### config.mk
export PLATFORM = sky130hd
export DESIGN_NAME = mwc_match_table
export DESIGN_NICKNAME = d
export VERILOG_FILES = /design/src/rtl/memwrite_checker_pkg.sv /design/src/rtl/mwc_match_table.sv
export SDC_FILE = /design/constraint.sdc
export NUM_CORES = 1
export LEC_CHECK = 0
export CAP_MARGIN = 15
export CORE_MARGIN = 2
export CORE_UTILIZATION = 32
export DETAILED_ROUTE_END_ITERATION = 10
export GPL_ROUTABILITY_DRIVEN = 0
export MAX_ROUTING_LAYER = met4
export PLACE_DENSITY = 0.54
export SLEW_MARGIN = 20
export SYNTH_ARGS = -nofsm -noshare
export SYNTH_HDL_FRONTEND = slang
export SYNTH_SLANG_ARGS = --single-unit
### constraint.sdc
create_clock -name clk -period 6.2 [get_ports clk]
set_input_delay 0.62 -clock clk [delete_from_list [all_inputs] [get_ports clk]]
set_output_delay 0.62 -clock clk [all_outputs]
set_load 0.01 [all_outputs]
### src/rtl/memwrite_checker_pkg.sv
// Shared types and constants for the data-memory write checker.
package memwrite_checker_pkg;

  typedef enum logic [2:0] {
    IDLE,
    ARMED,
    PASS,
    FAIL,
    TIMEOUT
  } state_t;

  localparam logic MODE_UNORDERED = 1'b0;
  localparam logic MODE_ORDERED   = 1'b1;

  localparam int CNT_W = 16;

endpackage

### src/rtl/mwc_match_table.sv
// Expected (address, data) table with valid bits, plus the combinational
// address lookup that picks the lowest-index valid entry for a store.
module mwc_match_table
  import memwrite_checker_pkg::*;
#(
  parameter int ADDR_W     = 32,
  parameter int DATA_W     = 32,
  parameter int NUM_CHECKS = 4,
  parameter int IDX_W      = 2
) (
  input  logic                  clk,
  input  logic                  rst,
  input  logic                  wr_en,
  input  logic [IDX_W-1:0]      wr_idx,
  input  logic [ADDR_W-1:0]     wr_addr,
  input  logic [DATA_W-1:0]     wr_data,
  input  logic [ADDR_W-1:0]     probe_addr,
  input  logic [DATA_W-1:0]     probe_data,
  input  logic [NUM_CHECKS-1:0] hit_vec,
  output logic [NUM_CHECKS-1:0] valid,
  output logic                  match,
  output logic [IDX_W-1:0]      match_idx,
  output logic                  data_eq,
  output logic                  all_hit
);

  logic [ADDR_W-1:0]     addr_q [NUM_CHECKS];
  logic [DATA_W-1:0]     data_q [NUM_CHECKS];
  logic [NUM_CHECKS-1:0] valid_q;

  // Indices at or beyond NUM_CHECKS never match any slot and are dropped.
  always_ff @(posedge clk) begin
    if (rst) begin
      valid_q <= '0;
      for (int i = 0; i < NUM_CHECKS; i++) begin
        addr_q[i] <= '0;
        data_q[i] <= '0;
      end
    end else if (wr_en) begin
      for (int i = 0; i < NUM_CHECKS; i++) begin
        if (wr_idx == IDX_W'(i)) begin
          addr_q[i]  <= wr_addr;
          data_q[i]  <= wr_data;
          valid_q[i] <= 1'b1;
        end
      end
    end
  end

  // Scan from the top down so the lowest matching index wins.
  always_comb begin
    match     = 1'b0;
    match_idx = '0;
    data_eq   = 1'b0;
    for (int i = NUM_CHECKS - 1; i >= 0; i--) begin
      if (valid_q[i] && (addr_q[i] == probe_addr)) begin
        match     = 1'b1;
        match_idx = IDX_W'(i);
        data_eq   = (data_q[i] == probe_data);
      end
    end
  end

  assign all_hit = &(hit_vec | ~valid_q);
  assign valid   = valid_q;

endmodule

==> results of run 1 <==
==> power groups by stage <==
| stage | combinational [mW] | clock (mW) | sequential [mW] |
|---|---|---|---|
| after floorplan | 0.222 | 0 | 2.16 |
| after global placement | 0.503 | 0 | 2.16 |
| after detailed placement | 0.503 | 0 | 2.16 |
| after CTS | 0.506 | 1.73 | 2.13 |
| after global routing | 0.533 | 1.81 | 2.14 |
| final | 0.496 | 1.72 | 2.12 |
==> logic make-up (layout without fill, tap and decap cells) <==
| logic type | Yosys count | count (layout) | synth area share [%] |
|---|---|---|---|
| and+or+nand+nor | 364 | 364 | 18.0 |
| DFF | 260 | 260 | 62.1 |
| AOI/OAI and AO/OA | 11 | 11 | 0.650 |
| xor gates and xnor gates | 256 | 256 | 17.9 |
| buffers and inverters | 47 | 214 | 1.41 |
| other | 0 | 1 | 0 |
==> worst max-delay path, cell delays in order <==
cell             delay [ns]
clkdlybuf4s50_1        0.52
xor2_1                 0.22
nor4_1                 0.58
nand4_1                0.23
or3_1                  0.51
or2b_2                 0.32
a21oi_1                0.31
clkdlybuf4s50_1        0.62
==> final cells by class <==
type / instances / area [µm²]
antenna: 1 / 2.50
timing repair buffer: 153 / 1520
clock inverter: 23 / 154
tap: 518 / 648
clock buffer: 33 / 783
sequential: 260 / 7770
fill: 3656 / 23100
multi-input combinational: 631 / 4650
inverter: 5 / 18.8
==> per-layer routing <==
layer,routed length [µm],track usage (%),vias up
met3,1660,2.48,48
met4,659,3.68,0
li1,-,-,3665
met2,19100,32.2,229
met5,0,-,-
met1,15900,23.3,3950
==> stage by stage <==
stage	hold WS (ns)	util (%)	cell area, µm²
after floorplan	0.536	-	12500
after global placement	0.493	37.7	14600
after detailed placement	0.496	37.7	14600
after CTS	0.512	40.1	15500
after global routing	0.544	40.2	15500
final	0.518	40.2	15500
==> registers in the layout (all words and copies together) (netlist names) <==
signal / cells
addr_q: 128
data_q: 128
valid: 4
==> how the worst min path moves through the flow <==
stage | from | endpoint | depth (start not counted) | slack (ns)
finish | valid[1]$_SDFFE_PP0P_ | valid[1]$_SDFFE_PP0P_ | 1 | 0.52
global placement | valid[1]$_SDFFE_PP0P_ | valid[1]$_SDFFE_PP0P_ | 1 | 0.49
detailed placement | valid[1]$_SDFFE_PP0P_ | valid[1]$_SDFFE_PP0P_ | 1 | 0.50
CTS | valid[1]$_SDFFE_PP0P_ | valid[1]$_SDFFE_PP0P_ | 1 | 0.51
floorplan | valid[2]$_SDFFE_PP0P_ | valid[2]$_SDFFE_PP0P_ | 1 | 0.54
global route | valid[1]$_SDFFE_PP0P_ | valid[1]$_SDFFE_PP0P_ | 1 | 0.54
==> cell usage in the layout (no fill, tap or decap), types with 2 or more instances in the layout <==
cell             count
and2_1             128
edfxtp_1           256
inv_1                5
nand2b_1             2
clkdlybuf4s50_1    145
nor2_4               2
nor2_1               2
nor2b_4              2
nor3_1               6
xor2_1             194
clkbuf_1             2
a21o_1               2
nand2_4              2
nand2_1              4
buf_4                7
and3_1             128
nor4_1              49
clkbuf_16           31
nand4_1             24
dfxtp_1              4
clkinv_2             9
xnor2_1             62
a22o_1               2
bufinv_16            2
nand3_1              8
clkinv_1            11
==> impl_metrics.py, run 1 <==
metrics = {
    "setup_path": {
        "rr_worst_depth": 1,
        "crit_end": "match_idx[0]",
        "critPathLaunchType": "input pin",
        "crit_type": "in -> out",
        "timing.rr.start": "valid[0]$_SDFFE_PP0P_",
        "cp_max_fo": 4,
        "reg2reg_slack_ns": 5.53,
        "critPathLaunch": "probe_addr[14]",
        "crit_required_ns": 5.58,
        "crit_arrival_ns": 3.92,
        "crit_path_end_kind": "output port",
        "r2r-end": "valid[0]$_SDFFE_PP0P_",
    },
    "place": {
        "dp.cells": 1566,
        "dp_slack_ns": 1.69,
        "dpl.hpwl_mm": 24.4,
        "io_buffers": 145,
    },
    "clock_tree": {
        "cts_resized": 0,
        "clock_sinks": 260,
        "tritoncts": "yes",
        "clockBufferDepth": 3,
        "post-cts-setup-buffers": 0,
        "htree_levels": 1,
        "numCtsBuffers": 30,
        "clk_latency_ns": 0.55,
        "clkTransAtPathRegs_ns": 0.06,
        "hold_buffers": 0,
        "clock-root-buffer": "clkbuf_16",
    },
    "synthesis": {
        "yosys_register_bits": 260,
        "netlist.area_leader.share_pct": 61.4,
        "yosysUniqueCellTypes": 29,
        "yosysWarnings": 0,
        "avgSynthCellArea_um2": 13.3,
        "synth_common_cells": "256 x edfxtp_1, 194 x xor2_1, 129 x and3_1, 128 x and2_1, 62 x xnor2_1",
        "synth-seq-area-share_pct": 62.1,
        "synth_edf_count": 256,
        "syn_inst": 938,
        "synth-async-reset-ratio_pct": 0,
        "synth_flop_cell": "edfxtp_1",
        "ys_top_cells_by_area": "edfxtp_1 61%, xor2_1 14%, and3_1 6.4%",
        "synth_nets": 1075,
        "yosys.area.top_type": "edfxtp_1",
        "yosys.cell_count.top_type": "edfxtp_1",
        "syn_area_mm2": 0.0125,
    },
    "pwr": {
        "power.density_mw_per_mm2": 279,
        "p_int_mw": 3.26,
        "switching_share_pct": 24.9,
        "p_leak_nw": 5.92,
        "pwr-share-clk_pct": 39.6,
        "p_total_mw": 4.33,
        "p_seq_share_pct": 49.0,
        "power.switching_mw": 1.08,
        "ir_drop_mv": 0.209,
        "combPwrFrac_pct": 11.4,
    },
    "global_route": {
        "grt_pass1_vias": 8115,
        "grt_antenna_before_repair": 1,
        "grt.overflow.total": 0,
        "grt_use_total_pct": 18.6,
        "grt_start_max_net_pins": 68,
        "grt_pass1_wl_mm": 54.0,
    },
    "sta": {
        "rsz0062_at_grt": "no",
        "finalMaxSlewViolations": 0,
        "worstMarginPinSlew_ns": 1.08,
        "min_period_ns": 4.54,
        "setup_ws_ns": 1.66,
        "finalHoldViolCount": 0,
        "final.setup.tns_ns": 0,
        "slew_headroom_pct": 28.0,
        "fin_skew_ns": 0,
        "period_share_pct": 73.3,
        "max_freq_mhz": 220,
        "setup-violations-final": 0,
    },
    "detailed_routing": {
        "post_drt_wl_per_cell_um": 23.0,
        "drtIter0Drc": 495,
        "post_drt_via_cell_ratio": 4.86,
        "first_pass_iters": 5,
        "wl_mm": 37.3,
        "drc": 0,
        "via_count": 7892,
        "ant_nets": 0,
    },
    "floorplanning": {
        "rows": 72,
        "dieArea_mm2": 0.0407,
        "die_w_um": 202,
        "core_region_area_mm2": 0.0386,
        "pin_count": 146,
        "initial_core_util_pct": 32.4,
        "chipHeight_um": 202,
    },
    "final_layout": {
        "stdcell_count": 1624,
        "areaGrowthSynthToFinish_pct": 24.2,
        "drive_gt1_share_pct": 5.79,
        "num-nets-final": 1218,
    },
    "outcome": {
        "outcome": "finished, final reports clean",
    },
    "flow_run": {
        "drv_cap": 0,
    },
    "min_path": {
        "hold_path.class": "reg -> reg",
    },
}
Note: power is estimated with default switching activity, not from simulation.
==> inputs of run 2 (changes only) <==
--- a/config.mk
+++ b/config.mk
@@ -11,7 +11,7 @@
 export DETAILED_ROUTE_END_ITERATION = 10
 export GPL_ROUTABILITY_DRIVEN = 0
 export MAX_ROUTING_LAYER = met4
-export PLACE_DENSITY = 0.54
+export PLACE_DENSITY = 0.55
 export SLEW_MARGIN = 20
 export SYNTH_ARGS = -nofsm -noshare
 export SYNTH_HDL_FRONTEND = slang
==> constraint.sdc (replaced) <==
create_clock -name clk -period 3.7 [get_ports clk]
set_input_delay 0.37 -clock clk [delete_from_list [all_inputs] [get_ports clk]]
set_output_delay 0.37 -clock clk [all_outputs]
set_load 0.01 [all_outputs]
==> impl_metrics.py, run 2 (synthesized netlist as in run 1, its figures left out) <==
metrics = {
    "detailed_routing": {
        "drt-met1-wl_mm": 16.9,
        "drtIter0Drc": 496,
        "via_count": 8037,
        "wl_mm": 36.5,
        "post_drt_via_cell_ratio": 4.84,
        "ant_nets": 0,
        "wl_met3_mm": 1.76,
        "drc": 0,
        "wl_met2_mm": 17.4,
        "highest_layer": "met4",
        "post_drt_wl_per_cell_um": 22.0,
        "first_pass_iters": 5,
    },
    "place": {
        "io_buffers": 145,
        "dp_slack_ns": -0.0950,
        "dpl.hpwl_mm": 24.0,
    },
    "flow_run": {
        "drv_cap": 0,
    },
    "sta": {
        "slew_headroom_pct": 43.4,
        "setup-violations-final": 0,
        "finalMaxSlewViolations": 0,
        "worstMarginPinSlew_ns": 0.849,
        "fin_skew_ns": 0,
        "max_freq_mhz": 276,
        "finalHoldViolCount": 0,
        "rsz0062_at_grt": "no",
        "min_period_ns": 3.62,
        "period_share_pct": 97.9,
        "setup_ws_ns": 0.0772,
    },
    "global_route": {
        "grt_start_max_net_pins": 131,
        "grt_use_total_pct": 18.3,
        "grt_antenna_before_repair": 0,
        "grt.overflow.total": 0,
        "grt_pass1_vias": 8193,
        "grt_pass1_wl_mm": 53.5,
    },
    "final_layout": {
        "register_area_mm2": 0.00777,
        "antenna_cells": 0,
        "layout_common_cells": "256 x edfxtp_1, 194 x xor2_1, 144 x clkdlybuf4s50_1",
        "nFillCells": 3642,
        "drive_gt1_share_pct": 9.01,
        "num-nets-final": 1258,
        "mostFrequentLayoutCell": "edfxtp_1",
        "areaGrowthSynthToFinish_pct": 27.0,
        "multi_input_area_mm2": 0.00468,
    },
    "clock_tree": {
        "tritoncts": "yes",
        "clock-root-buffer": "clkbuf_16",
        "hold_buffers": 0,
        "htree_levels": 1,
        "clock_sinks": 260,
        "clkTransAtPathRegs_ns": 0.06,
        "clk_latency_ns": 0.56,
        "clockBufferDepth": 3,
        "numCtsBuffers": 30,
    },
    "pwr": {
        "ir_drop_mv": 0.325,
        "p_seq_share_pct": 49.1,
        "switching_share_pct": 24.4,
        "p_leak_nw": 6.13,
        "power.switching_mw": 1.77,
        "p_int_mw": 5.47,
        "combPwrFrac_pct": 12.2,
        "pwr-share-clk_pct": 38.7,
        "power.density_mw_per_mm2": 455,
        "p_total_mw": 7.24,
    },
    "min_path": {
        "hold_end": "valid[1]$_SDFFE_PP0P_",
        "min_path_cells": 1,
        "hold_path.class": "reg -> reg",
        "hold_start": "valid[1]$_SDFFE_PP0P_",
    },
    "setup_path": {
        "crit_arrival_ns": 3.25,
        "reg2reg_slack_ns": 3.00,
        "crit_path_end_kind": "output port",
        "critPathLaunchType": "input pin",
        "rr_worst_depth": 1,
        "path_cells": "clkdlybuf4s50_1, xor2_1, nor4_2, buf_4, nand4_1, or3_4, nor3_1, o311a_1, clkdlybuf4s50_1",
        "crit_required_ns": 3.33,
        "slowest_delay_ns": 0.56,
        "cp_max_fo": 4,
        "cp_slowest_cell": "clkdlybuf4s50_1",
        "timing.rr.start": "valid[0]$_SDFFE_PP0P_",
        "crit_type": "in -> out",
        "critPathLaunch": "probe_addr[31]",
        "r2r-end": "valid[0]$_SDFFE_PP0P_",
        "cpMostUsedCell": "clkdlybuf4s50_1",
    },
    "floorplanning": {
        "core_region_area_mm2": 0.0386,
        "initial_core_util_pct": 32.4,
        "pin_count": 146,
        "die_w_um": 202,
        "rows": 72,
        "dieArea_mm2": 0.0407,
        "chipHeight_um": 202,
    },
    "outcome": {
        "outcome": "finished, final reports clean",
    },
}
[run 2: cell count changes in the layout (fill, tap and decap cells not counted), sizes merged]
cell           delta
inv               +1
bufinv            -1
clkinv           -17
clkdlybuf4s50     -1
dlymetal6s2s      +1
clkbuf           +15
diode             -1
buf              +40
[run 2: repair_timing]
item,4_1_cts,5_1_grt
endpoints found under the setup margin,2,1
resized for setup,4,3
pin swaps,0,1
hold endpoints to repair,0,0
buffers inserted,0,0
[run 2: final cells by class]
| type | instances | share of cell area, % |
|---|---|---|
| Clock buffer | 48 | 5.34 |
| Clock inverter | 6 | 0.370 |
| Sequential cell | 260 | 48.9 |
| Tap cell | 518 | 4.08 |
| Timing Repair Buffer | 193 | 11.8 |
| Inverter | 5 | 0.118 |
| Multi-Input combinational cell | 631 | 29.4 |
[run 2: layer usage]
layer	vias up	global-route usage (%)
li1	3739	-
met1	4030	25.2
met2	233	29.4
met3	35	2.05
met4	0	3.52
met5	-	-
[run 2: power by group through the flow]
stage,Combinational (mW),Clock (mW),Sequential (mW)
floorplan,0.372,0,3.61
global placement,0.886,0,3.61
detailed placement,0.883,0,3.62
CTS,0.895,2.83,3.56
global route,0.941,2.95,3.58
finish,0.882,2.80,3.56
[run 2: critical path, delay by kind of cell]
kind            cells  cell delay (ns)
simple gates        4             1.10
compound gates      1             0.28
buf+inv             3             1.28
xor+xnor            1             0.23
[run 2: how the worst max path moves through the flow]
stage | slack, ns | endpoint | depth (start not counted)
2_1_floorplan | 1.08 | addr_q[1][0]$_SDFFCE_PN0P_ | 4
3_3_place_gp | -0.02 | data_eq | 9
3_5_place_dp | -0.1 | data_eq | 9
4_1_cts | 0.02 | match_idx[0] | 10
5_1_grt | 0.02 | data_eq | 8
6_report | 0.08 | data_eq | 9
[run 2: stage by stage]
step	setup TNS (ns)	instances	area (µm²)	utilization, %	hold WS [ns]
floorplan	0	938	12500	-	0.536
global placement	-0.0368	1607	15000	38.7	0.502
detailed placement	-0.0950	1607	15000	38.7	0.497
CTS	0	1661	15900	41.1	0.520
global route	0	1661	15900	41.1	0.535
finish	0	1661	15900	41.1	0.516
==> inputs of run 3 (changes only) <==
--- a/config.mk
+++ b/config.mk
@@ -6,12 +6,14 @@
 export NUM_CORES = 1
 export LEC_CHECK = 0
 export CAP_MARGIN = 15
+export CORE_ASPECT_RATIO = 1.25
 export CORE_MARGIN = 2
 export CORE_UTILIZATION = 32
 export DETAILED_ROUTE_END_ITERATION = 10
 export GPL_ROUTABILITY_DRIVEN = 0
 export MAX_ROUTING_LAYER = met4
 export PLACE_DENSITY = 0.55
+export SETUP_SLACK_MARGIN = 0.15
 export SLEW_MARGIN = 20
 export SYNTH_ARGS = -nofsm -noshare
 export SYNTH_HDL_FRONTEND = slang
==> impl_metrics.py, run 3 (synthesized netlist as in run 1, its figures left out) <==
metrics = {
    "outcome": {
        "outcome": "finished, final reports clean",
    },
    "global_route": {
        "grt.overflow.total": 0,
        "grt_start_max_net_pins": 71,
        "use_met2_pct": 33.8,
        "met1_usage_pct": 22.0,
        "grt_use_met3_pct": 2.36,
        "busiest_layer": "met2",
        "grt_pass1_wl_mm": 55.0,
        "grt_use_total_pct": 18.9,
        "grt_pass1_vias": 8390,
        "grt_antenna_before_repair": 0,
    },
    "min_path": {
        "hold_start": "valid[1]$_SDFFE_PP0P_",
        "hold_path.class": "reg -> reg",
        "hold_end": "valid[1]$_SDFFE_PP0P_",
        "min_path_cells": 1,
    },
    "floorplanning": {
        "initial_core_util_pct": 32.2,
        "core_region_area_mm2": 0.0388,
        "rows": 81,
        "chipHeight_um": 225,
        "die_w_um": 181,
        "dieArea_mm2": 0.0407,
        "pin_count": 146,
    },
    "detailed_routing": {
        "drc": 0,
        "first_pass_iters": 4,
        "ant_nets": 0,
        "via_count": 7978,
        "wl_mm": 37.8,
        "post_drt_via_cell_ratio": 4.87,
        "post_drt_wl_per_cell_um": 23.1,
        "drtIter0Drc": 661,
    },
    "pwr": {
        "p_leak_nw": 6.15,
        "power.density_mw_per_mm2": 455,
        "switching_share_pct": 24.3,
        "p_seq_share_pct": 49.1,
        "p_int_mw": 5.48,
        "combPwrFrac_pct": 12.3,
        "pwr-share-clk_pct": 38.5,
        "ir_drop_mv": 0.355,
        "power.switching_mw": 1.76,
    },
    "sta": {
        "finalMaxSlewViolations": 0,
        "fin_skew_ns": 0,
        "setup-violations-final": 0,
        "min_period_ns": 3.49,
        "final.setup.tns_ns": 0,
        "slew_headroom_pct": 46.8,
        "rsz0062_at_grt": "yes",
        "worstMarginPinSlew_ns": 0.797,
        "max_freq_mhz": 286,
        "finalHoldViolCount": 0,
        "period_share_pct": 94.4,
    },
    "place": {
        "io_buffers": 145,
        "placed_area_mm2": 0.0149,
        "dpl.hpwl_mm": 25.8,
    },
    "final_layout": {
        "fin_area_mm2": 0.0159,
        "mostFrequentLayoutCell": "edfxtp_1",
        "num-nets-final": 1256,
        "drive_gt1_share_pct": 9.65,
        "layout_common_cells": "256 x edfxtp_1, 194 x xor2_1, 143 x clkdlybuf4s50_1",
        "nFillCells": 3652,
        "areaGrowthSynthToFinish_pct": 27.0,
    },
    "setup_path": {
        "crit_type": "in -> out",
        "r2r-end": "valid[0]$_SDFFE_PP0P_",
        "critPathLaunchType": "input pin",
        "crit_arrival_ns": 3.12,
        "crit_path_end_kind": "output port",
        "crit_required_ns": 3.33,
        "reg2reg_slack_ns": 3.02,
        "cp_max_fo": 4,
        "rr_worst_depth": 1,
        "timing.rr.start": "valid[0]$_SDFFE_PP0P_",
    },
    "clock_tree": {
        "clock-root-buffer": "clkbuf_16",
        "clock_sinks": 260,
        "tritoncts": "yes",
        "clkTransAtPathRegs_ns": 0.06,
        "htree_levels": 1,
        "clockBufferDepth": 3,
        "clk_latency_ns": 0.54,
        "numCtsBuffers": 28,
    },
    "flow_run": {
        "drv_cap": 0,
    },
}
==> run 3: cell types whose count changed in the layout (fill, tap and decap cells not counted), sizes merged <==
cell | previous run | this run
clkinv | 3 | 14
clkbuf | 48 | 34
bufinv | 1 | 3
inv | 6 | 5
clkinvlp | 1 | 0
diode | 0 | 1
dlygate4sd2 | 0 | 2
clkdlybuf4s50 | 144 | 143
dlymetal6s2s | 1 | 0
==> run 3: routing by layer <==
| layer | share of wire (%) | up-vias | wire [µm] |
|---|---|---|---|
| li1 | - | 3740 | - |
| met1 | 39 | 3952 | 14800 |
| met2 | 52 | 228 | 19800 |
| met3 | 5.3 | 58 | 1990 |
| met4 | 3.1 | 0 | 1190 |
| met5 | 0 | - | 0 |
==> run 3: metrics by stage <==
step	hold WS (ns)	cells	setup WS [ns]	util [%]	power, mW
after detailed placement	0.515	1587	0.0142	38.5	4.52
final	0.524	1639	0.206	41.0	7.24
after floorplan	0.536	938	1.08	-	3.98
after global placement	0.512	1587	0.0272	38.5	4.51
after CTS	0.533	1638	0.216	40.9	7.30
after global routing	0.552	1638	0.139	41.0	7.47
==> run 3: worst max-delay path by stage <==
stage / from / endpoint
floorplan: wr_idx[0] / addr_q[1][0]$_SDFFCE_PN0P_
global placement: probe_addr[11] / match_idx[0]
detailed placement: probe_addr[16] / match_idx[0]
CTS: probe_addr[28] / match_idx[1]
global route: probe_addr[11] / match
finish: probe_addr[10] / match_idx[1]
==> run 3: timing repair <==
item,CTS,global route
resized for setup,7,5
hold buffers,0,0
pin swaps,2,0
setup buffers,0,0
setup endpoints to repair,4,2
==> run 3: layout make-up <==
class	instances	area, µm²	area share, %
Antenna cell	1	2.50	0.0157
Clock buffer	34	744	4.68
Clock inverter	17	151	0.952
Inverter	5	18.8	0.118
Multi-Input combinational cell	631	4700	29.5
Sequential cell	260	7770	48.8
Tap cell	498	623	3.92
Timing Repair Buffer	193	1900	11.9
==> run 3: power by group through the flow <==
stage	Combinational (mW)	Clock [mW]	Sequential [mW]
finish	0.892	2.79	3.56
CTS	0.907	2.83	3.56
floorplan	0.372	0	3.61
global route	0.955	2.94	3.58
global placement	0.900	0	3.61
detailed placement	0.897	0	3.62
==> run 3: worst max-delay path, cell delays in order <==
cell and delay [ns]:
clkdlybuf4s50_1 0.54, xor2_1 0.24, nor4_2 0.36, buf_4 0.17, nand3_1 0.07, or3_4 0.39
and2_2 0.22, nor2_1 0.19, clkdlybuf4s50_1 0.58
==> RTL edit 1, RTL diff (config.mk and constraints of run 2) <==
The parameter `DATA_W` goes from 32 to 48.
--- a/src/rtl/mwc_match_table.sv
+++ b/src/rtl/mwc_match_table.sv
@@ -6,3 +6,3 @@
   parameter int ADDR_W     = 32,
-  parameter int DATA_W     = 32,
+  parameter int DATA_W     = 48,
   parameter int NUM_CHECKS = 4,
Ports: changed (resized probe_data and wr_data); port bits go from 146 to 178. No check against the original RTL was run, so the function may have changed too.
==> RTL edit 1 against run 2 <==
  * Register-to-register slack improved by 0.02 ns
  * Sequential cell count up 64
  * Clock skew is the same
  * Area after synthesis up 24%
  * Power grew 24%
  * Routed wire length is 38% higher
  * Critical path type unchanged
  * Largest power group unchanged
  * Final area grew 25%
  * Setup slack better by 0.15 ns
==> RTL edit 1: results (changes against run 2) <==
synthesis:
  edff_count_synth: 320  # +25%
  ys_top_cells_by_area: "edfxtp_1 62%, xor2_1 9.7%, xnor2_1 8.3%, and3_1 6.5%, and2_1 6.4%"
  post_synth_most_frequent_cells: "320 x edfxtp_1, 172 x xor2_1, 161 x and3_1"
  ys_seq_area_share_pct: 62.24  # +0.19 points
  synth_fp_nets: 1333  # +24%
  synth_cells: 1164  # +24%
placed_design:
  dp_worst_setup_slack_ns: -0.1043  # -0.009311 ns
  place.detailed.hpwl_um: 34390  # +43%
  place.port_buffers: 177  # +22%
  post_dp_cell_area_um2: 18740  # +25%
  placed_cells: 1994  # +24%
global_routing:
  first_global_vias: 10380  # +27%
  wire_length_of_the_first_global_routing_pass_um: 72280  # +35%
  globalRouteTotalUtil_pct: 20.57  # +2.3 points
  number_of_antenna_violations_at_the_first_check_in_global_routing: 10  # +10
  grt_max_degree: 163  # +24%
clock_network:
  insertion_delay_of_the_later_clocked_pin_in_the_worst_skew_pair_ns: 0.52  # -0.04 ns
  clock_transition_at_path_regs_ns: 0.06  # about the same
  clock_path_buffers: 3  # unchanged
  cts_resized: 11  # +7
  clock_h_tree_levels: 2  # +1
  numCtsBuffers: 36  # +20%
finish:
  layout-drive-gt1-share_pct: 10.59  # +1.6 points
  instances_no_fill: 2070  # +25%
  register_name_with_the_most_flops: "data_q"
  nets: 1586  # +26%
  n_fill_cell: 4478  # +23%
setup_path:
  regToRegEndpoint: "valid[1]"
  reg2reg_slack_ns: 3.02  # +0.02 ns
  worst_path_slowest_cell: "clkdlybuf4s50_1"
  timing.critical_path.arrival_ns: 3.11  # -0.14 ns
power:
  leakage_power_nw: 7.539  # +23%
  power.ir.vdd_worst_uv: 233.8  # -28%
hold_path:
  hold_endpoint: "valid[0]"
  worstHoldPathCells: 2  # +1
  hp-start: "valid[0]"
  hp-class: "flip-flop to flip-flop"
route:
  wire_per_inst_um: 24.30  # +10%
  vias_per_cell: 4.953  # +2.4%
  drtIter0Drc: 911  # +84%
sta:
  timing.max_slew.rel_slack_pct: 29.44  # -14 points
status:
  run_status: "complete, no violations"
## RTL edit 1: cell types whose count changed after synthesis, sizes merged, moves of 3 or more
cell	before	now
nand3	8	11
xor2	194	172
nand4	24	43
edfxtp	256	320
and2	129	161
clkbuf	42	52
xnor2	62	148
and3	129	161
## RTL edit 1: worst min-delay path: stages, from the launching register on
cell and delay, ns:
dfxtp_1 0.33, inv_1 0.07, o21ai_0 0.08
## RTL edit 1: layout make-up
| type | instances | area share (%) |
|---|---|---|
| flip-flops and latches | 324 | 48.73 |
| multi-input cells | 782 | 29.02 |
| repair buffers | 267 | 12.72 |
| clock buffers | 49 | 4.884 |
| well taps | 615 | 3.870 |
| clock inverters | 17 | 0.5286 |
| diodes | 10 | 0.1259 |
| inverters | 6 | 0.1133 |
## RTL edit 1: cells by family (layout without fill, tap and decap cells)
group	count (synthesis)	count (layout)	share of synthesized area, %
AO/OA/AOI/OAI	10	10	0.4421
XOR/XNOR	320	320	18.00
AND/OR/NAND/NOR	452	452	17.92
flip-flops	324	324	62.24
buffers and inverters	58	339	1.398
other	0	10	0
## RTL edit 1: metal layers
| metal | global-route usage, % | vias up | wire length [um] |
|---|---|---|---|
| met5 | - | - | 0 |
| met4 | 6.067 | 0 | 1187 |
| met3 | 3.423 | 62 | 3139 |
| met2 | 30.27 | 355 | 22700 |
| li1 | - | 4719 | - |
| met1 | 29.21 | 5117 | 23270 |
## RTL edit 1: how the worst max path moves through the flow
stage	to	depth (start not counted)	slack (ns)	from
global route	match_idx[0]	10	0.05	probe_addr[23]
global placement	data_eq	8	-0.08	probe_addr[10]
detailed placement	data_eq	8	-0.10	probe_addr[1]
finish	match_idx[0]	10	0.22	probe_addr[23]
floorplan	addr_q[1][0]	5	0.54	wr_idx[0]
CTS	match	11	0.17	probe_addr[23]
## RTL edit 1: stage by stage
stage | hold WS [ns] | power (W) | util, %
floorplan | 0.4704 | 0.004987 | -
global placement | 0.5342 | 0.005692 | 39.17
detailed placement | 0.5352 | 0.005699 | 39.17
CTS | 0.5436 | 0.009058 | 41.50
global route | 0.5705 | 0.009278 | 41.55
finish | 0.5380 | 0.008980 | 41.55
## RTL edit 1: power by group
part | switching [W] | internal [W]
sequential | 0.000116 | 0.00432
combinational | 0.000677 | 0.000516
clock | 0.00144 | 0.00191
==> RTL edit 2, RTL diff (flow settings as in run 2) <==
Without the edit above. Put a register stage on the output `match_idx`, cleared by the reset. The value now appears one clock later. The other outputs are not delayed to match.
--- a/src/rtl/mwc_match_table.sv
+++ b/src/rtl/mwc_match_table.sv
@@ -25,2 +25,4 @@
 );
+
+  logic [IDX_W-1:0] match_idx_d;
 
@@ -52,3 +54,3 @@
     match     = 1'b0;
-    match_idx = '0;
+    match_idx_d = '0;
     data_eq   = 1'b0;
@@ -57,3 +59,3 @@
         match     = 1'b1;
-        match_idx = IDX_W'(i);
+        match_idx_d = IDX_W'(i);
         data_eq   = (data_q[i] == probe_data);
@@ -66,2 +68,10 @@
 
+  always_ff @(posedge clk) begin
+    if (rst) begin
+      match_idx <= '0;
+    end else begin
+      match_idx <= match_idx_d;
+    end
+  end
+
 endmodule
Function: changed (a bounded check fails within 4 cycles, from zero or initial values and one cycle with rst high).
==> RTL edit 2 against run 2 <==
  * Area after synthesis hardly changed
  * Power is 0.92% lower
  * Sequential cell count is 2 higher
  * Critical path depth is 1 higher
  * Final cell count is 0.60% higher
  * Worst hold slack better by 0.025 ns
  * Clock skew is 0.0064 ns higher
  * Final area is 0.28% higher
  * Routed wire length is 2.9% lower
  * Setup slack better by 0.17 ns
  * Combinational power is 4.6% lower
==> RTL edit 2: results (changes against run 2) <==
global_routing:
  use_met3_pct: 2.219  # +0.17 points
  wire_length_of_the_first_global_routing_pass_um: 52370  # -2.2%
  gr_layer_usage_met2_pct: 31.92  # +2.5 points
  number_of_antenna_violations_at_the_first_check_in_global_routing: 3  # +3
  first_global_vias: 8083  # -1.3%
  globalRouteTotalUtil_pct: 18.02  # -0.27 points
sta:
  worst_hold_slack_ns: 0.5416  # +0.02545 ns
  worstMarginPinSlew_ns: 0.7428  # -0.1061 ns
  fmax_mhz: 289.3  # +4.8%
setup_path:
  worst_setup_path_startpoint: "probe_addr[24]"
  reg2reg_slack_ns: 1.47  # -1.53 ns
  worst-r2r-cell-count: 7  # +6
  worstReg2RegStart: "addr_q[2][28]"
hold_path:
  hp-start: "valid[2]"
  hold_endpoint: "valid[2]"
placed_design:
  placed_cells: 1616  # +0.56%
  post_dp_cell_area_um2: 15040  # +0.59%
clock_network:
  insertion_delay_of_the_later_clocked_pin_in_the_worst_skew_pair_ns: 0.54  # -0.02 ns
finish:
  instances_no_fill: 1671  # +0.60%
  n_fill_cell: 3646  # +0.11%
  sequential_cell_area_um2: 7807  # +0.52%
  nets: 1267  # +0.72%
status:
  run_status: "complete, no violations"
power:
  comb_power_w: 0.000841  # -4.6%
route:
  wl_met2_um: 18280  # +5.2%
  vias_per_cell: 4.643  # -4.0%
  m1WireLength_um: 14970  # -11%
synthesis:
  yosysUniqueCellTypes: 28  # -3.4%
  syn-mean-instance-area_um2: 13.49  # +1.1%
  synth_fp_nets: 1064  # -1.0%
  post_synth_most_frequent_cells: "256 x and2_1, 256 x edfxtp_1, 144 x xor2_1"
## RTL edit 2: changes by cell type in the layout (fill, tap and decap cells not counted), sizes merged, moves of 8 or more
cell / run 2 / this run
and2: 129 / 256
and3: 129 / 2
clkbuf: 48 / 40
clkinv: 3 / 13
nand4: 24 / 34
xnor2: 62 / 111
xor2: 194 / 144
## RTL edit 2: critical path: cells and delay by family
family / cells / cell delay (ns)
AO/OA/AOI/OAI: 1 / 0.26
XOR/XNOR: 1 / 0.23
buffers and inverters: 4 / 1.28
AND/OR/NAND/NOR: 4 / 0.92
## RTL edit 2: area by class of cell
| cell class | instances | share of cell area [%] |
|---|---|---|
| Sequential cell | 262 | 48.98 |
| Tap cell | 518 | 4.066 |
| Timing Repair Buffer | 198 | 12.06 |
| Antenna cell | 1 | 0.01570 |
| Multi-Input combinational cell | 630 | 29.04 |
| Clock inverter | 14 | 0.5730 |
| Clock buffer | 40 | 5.078 |
| Inverter | 8 | 0.1884 |
